--- src/rtl/sfifo_ctrl_sclk.sv ---
// FWFT single-clock FIFO controller driving one sdpramb_sclk; a small prefetch buffer hides the RAM read latency.
// Optional sticky error flags and error counter are enabled with `define SFIFO_ERR_STICKY_EN.
module sfifo_ctrl_sclk #(
    parameter int DATA_WIDTH  = 32,
    parameter int DEPTHBIT    = 9,
    parameter int RAM_OUT_REG = 1,
    parameter int AFULL_TH    = (1 << DEPTHBIT) - 8,
    parameter int AEMPTY_TH   = 4
) (
    input  logic                  clock,
    input  logic                  rst_n,
    input  logic                  wr_en,
    input  logic [DATA_WIDTH-1:0] wr_data,
    output logic                  full,
    output logic                  almost_full,
    input  logic                  rd_en,
    output logic [DATA_WIDTH-1:0] rd_data,
    output logic                  empty,
    output logic                  almost_empty,
    output logic [DEPTHBIT:0]     count,
    output logic                  overflow,
    output logic                  underflow,
    output logic                  ram_enable,
    output logic                  ram_wren,
    output logic [DEPTHBIT-1:0]   ram_wraddress,
    output logic [DATA_WIDTH-1:0] ram_data,
    output logic [DEPTHBIT-1:0]   ram_rdaddress,
    input  logic [DATA_WIDTH-1:0] ram_q
`ifdef SFIFO_ERR_STICKY_EN
    ,
    input  logic                  err_clr,
    output logic                  ovf_sticky,
    output logic                  udf_sticky,
    output logic [15:0]           err_cnt
`endif
);

    localparam int LAT      = (RAM_OUT_REG != 0) ? 2 : 1;
    localparam int PF_DEPTH = LAT + 1;
    localparam logic [1:0]          PF_LAST = 2'(PF_DEPTH - 1);
    localparam logic [DEPTHBIT:0]   CAP     = {1'b1, {DEPTHBIT{1'b0}}};
    localparam logic [DEPTHBIT:0]   AF_V    = AFULL_TH[DEPTHBIT:0];
    localparam logic [DEPTHBIT:0]   AE_V    = AEMPTY_TH[DEPTHBIT:0];

    logic [DEPTHBIT-1:0]   wptr;
    logic [DEPTHBIT-1:0]   rptr;
    logic [DEPTHBIT-1:0]   rd_addr_hold;
    logic [DEPTHBIT:0]     ram_cnt;
    logic [DEPTHBIT:0]     cnt_nxt;
    logic [LAT-1:0]        vld;
    logic [DATA_WIDTH-1:0] pf_mem [4];
    logic [1:0]            pf_wr;
    logic [1:0]            pf_rd;
    logic [1:0]            pf_cnt;
    logic [2:0]            inflight;
    logic [2:0]            pf_occ;
    logic                  push;
    logic                  pop;
    logic                  issue;
    logic                  ret;
    logic                  ovf_ev;
    logic                  udf_ev;

    // Holding reset keeps the RAM from being written even though the write path is combinational.
    assign push   = wr_en & ~full & rst_n;
    assign empty  = (pf_cnt == 2'd0);
    assign pop    = rd_en & ~empty;
    assign ovf_ev = wr_en & full;
    assign udf_ev = rd_en & empty;
    assign ret    = vld[LAT-1];

    always_comb begin
        inflight = 3'd0;
        for (int i = 0; i < LAT; i++) begin
            inflight = inflight + {2'b00, vld[i]};
        end
    end

    // A pop this cycle frees a prefetch slot in time for the issued read, which keeps streaming bubble-free.
    assign pf_occ = {1'b0, pf_cnt} + inflight - {2'b00, pop};
    assign issue  = (ram_cnt != '0) && (pf_occ < 3'(PF_DEPTH));

    assign cnt_nxt = count + {{DEPTHBIT{1'b0}}, push} - {{DEPTHBIT{1'b0}}, pop};

    assign ram_enable    = 1'b1;
    assign ram_wren      = push;
    assign ram_wraddress = wptr;
    assign ram_data      = wr_data;
    assign ram_rdaddress = issue ? rptr : rd_addr_hold;
    assign rd_data       = pf_mem[pf_rd];

    always_ff @(posedge clock or negedge rst_n) begin
        if (!rst_n) begin
            wptr         <= '0;
            rptr         <= '0;
            rd_addr_hold <= '0;
            ram_cnt      <= '0;
            vld          <= '0;
            pf_wr        <= 2'd0;
            pf_rd        <= 2'd0;
            pf_cnt       <= 2'd0;
            for (int i = 0; i < 4; i++) begin
                pf_mem[i] <= '0;
            end
            count        <= '0;
            full         <= 1'b0;
            almost_full  <= 1'b0;
            almost_empty <= 1'b1;
            overflow     <= 1'b0;
            underflow    <= 1'b0;
        end else begin
            if (push) begin
                wptr <= wptr + DEPTHBIT'(1);
            end
            if (issue) begin
                rptr         <= rptr + DEPTHBIT'(1);
                rd_addr_hold <= rptr;
            end
            ram_cnt <= ram_cnt + {{DEPTHBIT{1'b0}}, push} - {{DEPTHBIT{1'b0}}, issue};

            vld[0] <= issue;
            for (int i = 1; i < LAT; i++) begin
                vld[i] <= vld[i-1];
            end

            if (ret) begin
                pf_mem[pf_wr] <= ram_q;
                pf_wr         <= (pf_wr == PF_LAST) ? 2'd0 : pf_wr + 2'd1;
            end
            if (pop) begin
                pf_rd <= (pf_rd == PF_LAST) ? 2'd0 : pf_rd + 2'd1;
            end
            pf_cnt <= pf_cnt + {1'b0, ret} - {1'b0, pop};

            count        <= cnt_nxt;
            full         <= (cnt_nxt == CAP);
            almost_full  <= (cnt_nxt >= AF_V);
            almost_empty <= (cnt_nxt <= AE_V);
            overflow     <= ovf_ev;
            underflow    <= udf_ev;
        end
    end

`ifdef SFIFO_ERR_STICKY_EN
    logic [16:0] err_sum;

    // A clear in the same cycle as an error still records that error.
    always_comb begin
        err_sum = (err_clr ? 17'd0 : {1'b0, err_cnt}) + {16'd0, ovf_ev} + {16'd0, udf_ev};
    end

    always_ff @(posedge clock or negedge rst_n) begin
        if (!rst_n) begin
            ovf_sticky <= 1'b0;
            udf_sticky <= 1'b0;
            err_cnt    <= 16'd0;
        end else begin
            ovf_sticky <= ovf_ev | (ovf_sticky & ~err_clr);
            udf_sticky <= udf_ev | (udf_sticky & ~err_clr);
            err_cnt    <= err_sum[16] ? 16'hFFFF : err_sum[15:0];
        end
    end
`endif

endmodule

--- config.mk ---
export PLATFORM = sky130hd
export DESIGN_NAME = sfifo_ctrl_sclk
export DESIGN_NICKNAME = d
export VERILOG_FILES = /design/src/rtl/sfifo_ctrl_sclk.sv
export SDC_FILE = /design/constraint.sdc
export NUM_CORES = 1
export LEC_CHECK = 0
export CAP_MARGIN = 0
export CORE_MARGIN = 1
export CORE_UTILIZATION = 35
export CTS_CLUSTER_DIAMETER = 100
export DETAILED_ROUTE_END_ITERATION = 7
export SYNTH_ARGS = -nofsm -noshare
export SYNTH_HDL_FRONTEND = slang
export SYNTH_SLANG_ARGS = --single-unit
export TNS_END_PERCENT = 10
--- constraint.sdc ---
create_clock -name clock -period 8.7 [get_ports clock]
set_clock_uncertainty 0.1 [all_clocks]
set_input_delay 2.61 -clock clock [delete_from_list [all_inputs] [get_ports clock]]
set_output_delay 2.61 -clock clock [all_outputs]
set_load 0.02 [all_outputs]
Word-level counts from Yosys, hierarchy flattened
Cells that the tools add are included.
{ "classes": {"n_bitwise": 9, "add_sub_neg": 13, "n_reduce_logical": 4, "n_mux": 9, "n_eq_ne": 3, "n_lt_le_gt_ge": 6} }
{ "op_table": {"columns": ["operator", "count"], "rows": [
  ["128-bit bitwise mux", 1],
  ["32-bit two-way mux", 3],
  ["32-bit binary-select mux with 2-bit select", 1],
  ["32-bit demux with 2-bit select", 1],
  ["10-bit by 1-bit adder with 10-bit output", 2],
  ["10-bit by 1-bit subtractor with 10-bit output", 2],
  ["9-bit by 1-bit adder with 9-bit output (second input constant)", 2],
  ["10-bit equality test (second input constant)", 1],
  ["10-bit by 9-bit >= comparator with 1-bit output (second input constant)", 1],
  ["10-bit by 3-bit less-or-equal comparator with 1-bit output (second input constant)", 1],
  ["10-bit nonzero test", 1],
  ["9-bit two-way mux", 1],
  ["3-bit >= comparator (second input constant)", 2],
  ["2-bit inverter with 3-bit output", 2],
  ["1-bit AND", 5],
  ["2-bit by 1-bit adder with 2-bit output (second input constant)", 2],
  ["2-bit equality test (second input constant)", 2],
  ["2-bit two-way mux", 2],
  ["2-bit by 2-bit adder with 3-bit output", 1],
  ["3-bit by 1-bit less-than comparator with 1-bit output (second input constant)", 1],
  ["3-bit by 2-bit less-than comparator with 1-bit output (second input constant)", 1],
  ["3-bit by 1-bit subtractor with 3-bit output", 1],
  ["1-bit by 1-bit adder with 2-bit output", 1],
  ["2-bit by 1-bit adder with 2-bit output", 1],
  ["other kinds (4)", 6]
]} }
{ "word_totals": {"ff_bits": 188, "out_inout_bits": 100, "elab_cells": 62} }

Depth between registers and ports, before layout
{ "depth": {"word_depth": 7, "depth_mapped": 20, "mapped_depth_nobuf": 19} }

Worst setup path after synthesis
No wires, ideal clock.
{ "synth_timing": {"kind": "in2out", "startpoint": "input port rd_en", "endpoint": "output port ram_rdaddress[0]", "stages": 10, "arrival_time_ps": 5019, "setup_slack_ps": 971, "n_path_buf": 1, "path_cell_list": "o21ai_0 inv_1 ha_1 fa_1 inv_1 fa_1 nand2b_1 o211ai_1 clkbuf_1 o21ai_0"} }
{ "synth_via": {"elab_chain_len": 5} }
{ "synth_lines": {"columns": ["item", "line", "rtl"], "rows": [
  ["start, declared", "16", "input logic rd_en,"],
  ["1-bit AND", "67", "assign pop = rd_en & ~empty;"],
  ["net pop", "58", "logic pop;"],
  ["3-bit by 1-bit subtractor with 3-bit output", "80", "assign pf_occ = {1'b0, pf_cnt} + inflight - {2'b00, pop};"],
  ["3-bit by 2-bit less-than comparator with 1-bit output", "81", "assign issue = (ram_cnt != '0) && (pf_occ < 3'(PF_DEPTH));"],
  ["1-bit logical AND", "81", null],
  ["9-bit two-way mux", null, null],
  ["end, declared", "27", "output logic [DEPTHBIT-1:0] ram_rdaddress,"]
]} }
The timed path passes the listed nets, and every way through them passes these cells.

Worst setup path after layout
{ "layout_timing": {"startpoint": "input port rd_en", "endpoint": "output port ram_rdaddress[2]"} }
Same word-level chain as after synthesis.

==> impl_metrics.env <==
export IMPL_status="completed"
export IMPL_ys_types=51
export IMPL_p_per_area_nw_per_um2=469
export IMPL_grt_pass1_vias=5850
export IMPL_postCtsSetupRepairBufs=0
export IMPL_vias=5175
export IMPL_wl_per_cell_um=17.3
export IMPL_drive_gt1_frac=0.279
export IMPL_path_class="input port to output port"
export IMPL_layoutNonFillerInstCount=1051
export IMPL_syn_num_nets=746
export IMPL_ys_warn_count=0
export IMPL_max_slew_margin=0.256
export IMPL_synthTopCellsByCount="187 x dfrtp_1, 120 x mux2_2, 42 x inv_1"
export IMPL_io_pins=168
export IMPL_crit_buf_inv=5
export IMPL_worst_path_max_delay_cell="clkdlybuf4s50_1"
export IMPL_initial_core_util=0.360
export IMPL_final_core_util=0.432
export IMPL_period_share=0.968
export IMPL_rsz0062_at_grt="false"
export IMPL_dieArea_um2=26000
export IMPL_setup_viol_count_final=0
export IMPL_grt_total_usage=0.149
export IMPL_portBuffers=102
export IMPL_synthMostInstantiatedCell="dfrtp_1"
export IMPL_first_iter_violations=198
export IMPL_dp_cells=1021
export IMPL_gp_congestion=0.762
export IMPL_cp_start_kind="input port"
export IMPL_clk_latency_ns=0.42
export IMPL_crit_required_ns=5.99
export IMPL_final_nets=817
export IMPL_yosysTopAreaCellShare=0.528
export IMPL_dieWidth_um=161
export IMPL_max_freq_mhz=119
export IMPL_worstPathCellList="clkdlybuf4s50_1 > o21ai_0 > inv_1 > ha_1 > fa_1 > inv_1 > fa_1 > nand2b_1 > o211ai_1 > inv_1 > nand2_1 > nand2_1 > clkdlybuf4s50_1"
export IMPL_synth_area_leaders="dfrtp_1 53%, mux2_2 15%, mux4_2 8.1%"
export IMPL_min_period_ns=8.42
export IMPL_ys_flop_type="dfrtp_1"
export IMPL_hp_class="register to register"
export IMPL_post_synth_instance_area_um2=8870
export IMPL_first_pass_iters=4
export IMPL_overflow=0
export IMPL_synth_largest_area_cell="dfrtp_1"
export IMPL_grt_use_met1=0.186
export IMPL_postSynthAreaPerCell_um2=13.8
export IMPL_worst_pin_slew_ns=1.11
export IMPL_drtAntennaViolNets=0
export IMPL_synth_edff_count=0
export IMPL_ys_async_sr_fraction=1.00
export IMPL_cp_max_fo=9
export IMPL_row_count=57
export IMPL_drt_total_wl_um=18200
export IMPL_slowest_delay_ns=0.62
export IMPL_core_um2=24600
export IMPL_cts_buffers=17
export IMPL_maxCapViolCount=0
export IMPL_tritoncts="done"
export IMPL_end_kind="output port"
export IMPL_clockRootBuffer="clkbuf_16"
export IMPL_arrival_ns=5.71
export IMPL_grt_busiest_layer="met2"
export IMPL_use_met2=0.258
export IMPL_clk_path_buf_depth=2
export IMPL_yosysSeqAreaShare=0.531
export IMPL_syn2layout_area_growth_pct=19.7
export IMPL_irDropWorstVdd_uv=159
export IMPL_antenna_found_initial=0
export IMPL_cts_clk_slew_worst_paths_ns=0.06
export IMPL_synthCells=645
export IMPL_ys_seq_elements=188
export IMPL_p_leak_nw=4.57
export IMPL_die_h_um=161
export IMPL_cts_sinks=188
export IMPL_grt_pass1_wl_um=30500
export IMPL_use_met3=0.0334
export IMPL_routed_via_density=4.92
export IMPL_hold_viol_final=0
export IMPL_htreeDepth=4
export IMPL_antenna_cells=0
export IMPL_cpLargestDelayFamily="buffers and inverters"
export IMPL_crit_top_cell="inv_1"
export IMPL_slew_viol_final=0
export IMPL_fin_setup_tns_ns=0
export IMPL_drc=0
export IMPL_grt_start_max_net_pins=82
export IMPL_place_hpwl_um=12000
kinds of logic (layout without fill, tap and decap cells):
group	count (synthesis)	count (layout)	synth area share
buffers and inverters	100	182	0.0576
DFF	188	188	0.531
other	1	1	0.000423
AOI/OAI and AO/OA	44	44	0.0336
xor gates and xnor gates	35	35	0.0346
and+or+nand+nor	82	82	0.0473
muxes	162	162	0.246
adders and majority gates	33	33	0.0499
layout by cell type, fill, tap and decap left out, drive strengths merged, types with 2 or more instances in the layout:
cell	Yosys	routed
nand4bb	2	2
and3	4	4
buf	45	7
o21ai	10	10
a31o	2	2
clkdlybuf4s50	0	100
bufinv	0	3
clkbuf	12	19
and2	2	2
mux2	129	129
nand2b	5	5
inv	43	46
dfrtp	187	187
nand2	39	39
nor2	10	10
a211oi	3	3
xnor2	21	21
fa	4	4
a21oi	12	12
o31ai	2	2
ha	29	29
nor3	4	4
xor2	14	14
o211ai	3	3
nor2b	2	2
nand3	8	8
mux4	32	32
clkinvlp	0	2
clkinv	0	4
a21o	4	4
repair_timing:
action	in CTS	in global routing
hold buffers	0	0
gates resized for setup	0	1
setup endpoints to repair	0	1
final timing paths:
path	start	endpoint	slack, ns	cells past startpoint
worst max-delay path	rd_en	ram_rdaddress[2]	0.28	13
worst min-delay path	vld[0]	vld[1]	0.28	0
worst max register to register	pf_cnt[1]	ram_cnt[9]	3.95	19
worst min register to register	vld[0]	vld[1]	0.28	0
max in group asynchronous	rst_n	rptr[7]	4.27	3
min in group asynchronous	rst_n	pf_mem[22]	2.01	1
per-layer routing:
layer  part of all wire  vias to the layer above
met5                  0                        -
met4              0.013                        0
met3              0.041                       25
met2               0.51                      101
met1               0.44                     2683
li1                   -                     2366
final cells by class:
cell class	count	area (um2)
clock buffers	18	429
clock inverters	12	165
fillers	2187	14000
inverters	43	161
multi-input cells	357	3670
flip-flops and latches	188	4710
well taps	324	405
repair buffers	109	1080
where the power goes:
| group | total [mW] | internal, mW | switching [mW] |
|---|---|---|---|
| Combinational | 2.59 | 1.34 | 1.25 |
| Clock | 0.795 | 0.454 | 0.341 |
| Sequential | 1.60 | 1.32 | 0.280 |
| Total | 4.98 | 3.12 | 1.87 |
registers in the layout (all words and copies together), names as in the netlist:
name,count
vld,2
ram_wraddress,9
pf_mem,128
pf_cnt,2
overflow,1
rptr,9
pf_rd,2
almost_empty,1
rd_addr_hold,9
full,1
pf_wr,2
almost_full,1
ram_cnt,10
count,10
underflow,1
metrics by stage:
step	worst slack [ns]	power [mW]	hold WS [ns]	instance area (um2)
6_report	0.276	4.98	0.277	10600
5_1_grt	0.0179	5.35	0.289	10600
4_1_cts	0.184	5.06	0.280	10600
3_5_place_dp	0.161	4.24	0.264	10000
3_3_place_gp	0.300	4.11	0.269	10000
2_1_floorplan	0.971	3.35	0.254	8870
Power figures use the tool's default switching activity.
==> RTL change 1, RTL diff (same flow settings) <==
Add a define of `SFIFO_ERR_STICKY_EN`.
--- a/src/rtl/sfifo_ctrl_sclk.sv
+++ b/src/rtl/sfifo_ctrl_sclk.sv
@@ -1,4 +1,6 @@
 // FWFT single-clock FIFO controller driving one sdpramb_sclk; a small prefetch buffer hides the RAM read latency.
 // Optional sticky error flags and error counter are enabled with `define SFIFO_ERR_STICKY_EN.
+`define SFIFO_ERR_STICKY_EN
+
 module sfifo_ctrl_sclk #(
     parameter int DATA_WIDTH  = 32,
Ports: changed (added err_clr, err_cnt, ovf_sticky and udf_sticky); port bits go from 168 to 187. No check against the original RTL was run, so the function may have changed too.
==> RTL change 1 against the original RTL <==
Final area increased by 12%. Area after synthesis increased by 9.7%. First-iteration DRC count increased by 49%. Via count increased by 13%. Sequential power increased by 3%. Power increased by 2.3%. Routed wire length increased by 7.8%. Maximum frequency decreased by 0.38%. Setup slack got worse by 0.032 ns. Sequential cell count increased by 18. Critical path depth unchanged. Critical endpoint is now ram_rdaddress[6]. Largest cell class unchanged. Largest power group unchanged.
==> RTL change 1: results (changes against the original RTL) <==
| Metric | Value |
|---|---|
| Count of input and output buffers | `121 (+19%)` |
| Pin count of the biggest net entering global routing | `69 (-16%)` |
| Number of global-route vias before repair | `6101 (+4.3%)` |
| Post-Route M1 WL | `9540 um (+20%)` |
| Leakage Power | `5.10 nW (+12%)` |
| Post-Route WL | `19600 um (+7.8%)` |
| GPL Wtd Cong | `0.725 (-4.9%)` |
| Fraction of layout cells with a size suffix above 1 | `10.7% (-17 points)` |
| Worst Tran Pin Value | `0.846 ns (-0.268 ns)` |
| Clock power share | `17.7% (+1.7 points)` |
| CTS Buffer Depth | `3 (+1)` |
| Detailed Place HPWL | `12600 um (+5.4%)` |
| Finished Layout Cells | `1225 (+17%)` |
| Final Hold Slack | `0.304 ns (+0.0276 ns)` |
| Clk_lat worst skew | `0.49 ns (+0.07 ns)` |
| CP endpoint | `ram_rdaddress[6]` |
| Met3 Routed Length | `905 um (+22%)` |
| Htree depth | `1 (-3)` |
| Sequential fraction of the synthesis area | `53.0% (about the same)` |
| VDD IR max | `0.347 mV (+120%)` |
| CP arrival | `5.75 ns (+0.04 ns)` |
| Detailed-route via count | `5840 (+13%)` |
| Tmin final | `8.46 ns (+0.0318 ns)` |
| GR Layer Usage met1 | `20.4% (+1.8 points)` |
| DRT iter0 DRCs | `296 (+49%)` |
| Cell variety after synth | `54 (+5.9%)` |
| Outcome | `complete, no violations` |
| Post-Synthesis Cells | `739 (+15%)` |
-- RTL change 1: cell count changes after synthesis, moves of 11 or more --
cell and change:
mux2_1 +120, nand3_1 +14, mux2_2 -120, nand2_1 +13, dfrtp_1 +18, o21ai_1 +11
-- RTL change 1: logic make-up after synthesis --
group	Yosys count	share of synthesized area (%)
fa+ha+maj	35	4.89
mux	162	22.4
xor+xnor	46	4.14
flops	206	53.0
simple gates	133	6.73
buf+inv	105	5.39
compound gates	51	3.37
other cells	1	0.0385
-- RTL change 1: layout make-up --
type | count | area, sq um | area share, %
Clock buffer | 37 | 688 | 5.80
Inverter | 46 | 173 | 1.45
Timing Repair Buffer | 134 | 1310 | 11.1
Sequential cell | 206 | 5160 | 43.5
Tap cell | 372 | 465 | 3.92
Clock inverter | 2 | 10.0 | 0.0843
Multi-Input combinational cell | 428 | 4060 | 34.2
==> RTL change 2, RTL diff (same flow settings) <==
Made on the original files. Register the output `underflow` once more, cleared by the reset; this adds one clock of latency there. The other outputs are not delayed to match.
--- a/src/rtl/sfifo_ctrl_sclk.sv
+++ b/src/rtl/sfifo_ctrl_sclk.sv
@@ -42,4 +42,6 @@
     localparam logic [DEPTHBIT:0]   AF_V    = AFULL_TH[DEPTHBIT:0];
     localparam logic [DEPTHBIT:0]   AE_V    = AEMPTY_TH[DEPTHBIT:0];
+
+    logic underflow_s0;
 
     logic [DEPTHBIT-1:0]   wptr;
@@ -108,5 +110,5 @@
             almost_empty <= 1'b1;
             overflow     <= 1'b0;
-            underflow    <= 1'b0;
+            underflow_s0 <= 1'b0;
         end else begin
             if (push) begin
@@ -138,5 +140,5 @@
             almost_empty <= (cnt_nxt <= AE_V);
             overflow     <= ovf_ev;
-            underflow    <= udf_ev;
+            underflow_s0 <= udf_ev;
         end
     end
@@ -163,4 +165,12 @@
 `endif
 
+    always_ff @(posedge clock or negedge rst_n) begin
+        if (!rst_n) begin
+            underflow <= '0;
+        end else begin
+            underflow <= underflow_s0;
+        end
+    end
+
 endmodule
 
Behaviour: not the same (Yosys sat finds a counterexample within 4 cycles, from zero or initial values and one cycle with rst_n low).
==> RTL change 2 against the original RTL <==
Sequential cell count rose by 1. Count of clock-buffer cells in the layout grew 1. Setup slack better by 0.047 ns. Final area up 0.66%. Power is 1.2% higher. Worst hold slack got worse by 0.0041 ns. Area after synthesis grew 0.28%. Routed wire length fell by 0.49%.
==> RTL change 2: results (changes against the original RTL) <==
| Metric | Value |
|---|---|
| Reg2reg setup slack | `3.94 ns (about the same)` |
| Detailed-route via count | `5147 (-0.54%)` |
| CP endpoint | `ram_rdaddress[0]` |
| Post-synthesis net count | `747 (+0.13%)` |
| Dpl ws | `0.106 ns (-0.0557 ns)` |
| Synth area leaders | `dfrtp_1 53%, mux2_2 15%, mux4_2 8.1%, ha_1 4.1%, buf_4 2.9%` |
| Fin nets | `823 (+0.73%)` |
| First-pass GRT wire length | `30100 um (-1.2%)` |
| Leakage Power | `4.60 nW (+0.69%)` |
| Detailed Place HPWL | `11700 um (-2.0%)` |
| Syn-to-layout area delta | `20.2%` |
| Routed length per instance | `17.1 um (-1.2%)` |
| DRT iter0 DRCs | `226 (+14%)` |
| Post-synth ARST share | `100% (unchanged)` |
| Final Hold Slack | `0.273 ns (-0.00405 ns)` |
| GRT Overall Usage | `14.9% (-0.023 points)` |
| Worst path max stage delay | `0.56 ns (-0.06 ns)` |
| Sequential fraction of the synthesis area | `53.2% (+0.13 points)` |
| Worst Hold End | `underflow` |
| Cell variety after synth | `51 (unchanged)` |
| Outcome | `complete, no violations` |
| Critical Path Start | `rd_en` |
| GPL Wtd Cong | `0.769 (+0.94%)` |
| Post-Synthesis Cells | `646 (+0.16%)` |
| Logic gate share of total power | `52.6% (+0.7 points)` |
| Top cells by instance count after synthesis | `188 x dfrtp_1, 120 x mux2_2, 42 x inv_1, 39 x nand2_1, 34 x buf_4` |
| Cell depth of the worst flop-to-flop path | `22 (+3)` |
| Total power divided by cell area | `471 mW/mm^2 (+0.50%)` |
| Biggest regs | `pf_mem: 128 flops, count: 10 flops, ram_cnt: 10 flops` |
| VDD IR max | `0.176 mV (+11%)` |
| # placed instances | `1023 (+0.20%)` |
| Fmax | `119 MHz (+0.56%)` |
| Power Internal | `3.15 mW (+1.1%)` |
| CP arrival | `5.67 ns (-0.04 ns)` |
| Layout filler cell count | `2235 (+2.2%)` |
| Worst R2R End | `ram_cnt[8]` |
| Top FF cell, synth | `dfrtp_1` |
| Pin count of the biggest net entering global routing | `79 (-3.7%)` |
| Number of global-route vias before repair | `5786 (-1.1%)` |
| Fraction of layout cells with a size suffix above 1 | `28.8% (+0.92 points)` |
| DR vias/cell | `4.86 (-1.3%)` |
| Area after DPL | `0.0101 sq mm (+0.32%)` |
| Worst relative slew slack | `26.6% (+1.0 points)` |
-- RTL change 2: kinds of logic (layout without fill, tap and decap cells) --
kind of cell	Yosys count	in the layout	share of synthesized area, %
compound gates	44	44	3.35
xor+xnor	35	35	3.45
fa+ha+maj	33	33	4.98
buf+inv	100	189	5.74
flops	189	189	53.2
mux	162	162	24.5
other cells	1	1	0.0422
simple gates	82	82	4.71
-- RTL change 2: area by class of cell --
class,count,area share (%)
clock buffers,19,4.24
clock inverters,13,1.44
inverters,43,1.51
multi-input cells,357,34.3
flip-flops and latches,189,44.3
well taps,324,3.79
repair buffers,113,10.4
repair inverters,1,0.0468
-- RTL change 2: routing by layer --
metal,vias to the layer above,share of wire (%),global-route usage [%]
met5,-,0,0
met4,0,0.88,4.20
met3,19,4.3,3.52
met2,107,52,26.2
met1,2641,42,18.1
li1,2380,-,-
-- RTL change 2: repair_timing --
action | in CTS | in global routing
hold endpoints to repair | 0 | 0
endpoints found under the setup margin | 0 | 9
buffers inserted | 0 | 3
gates resized for setup | 0 | 1
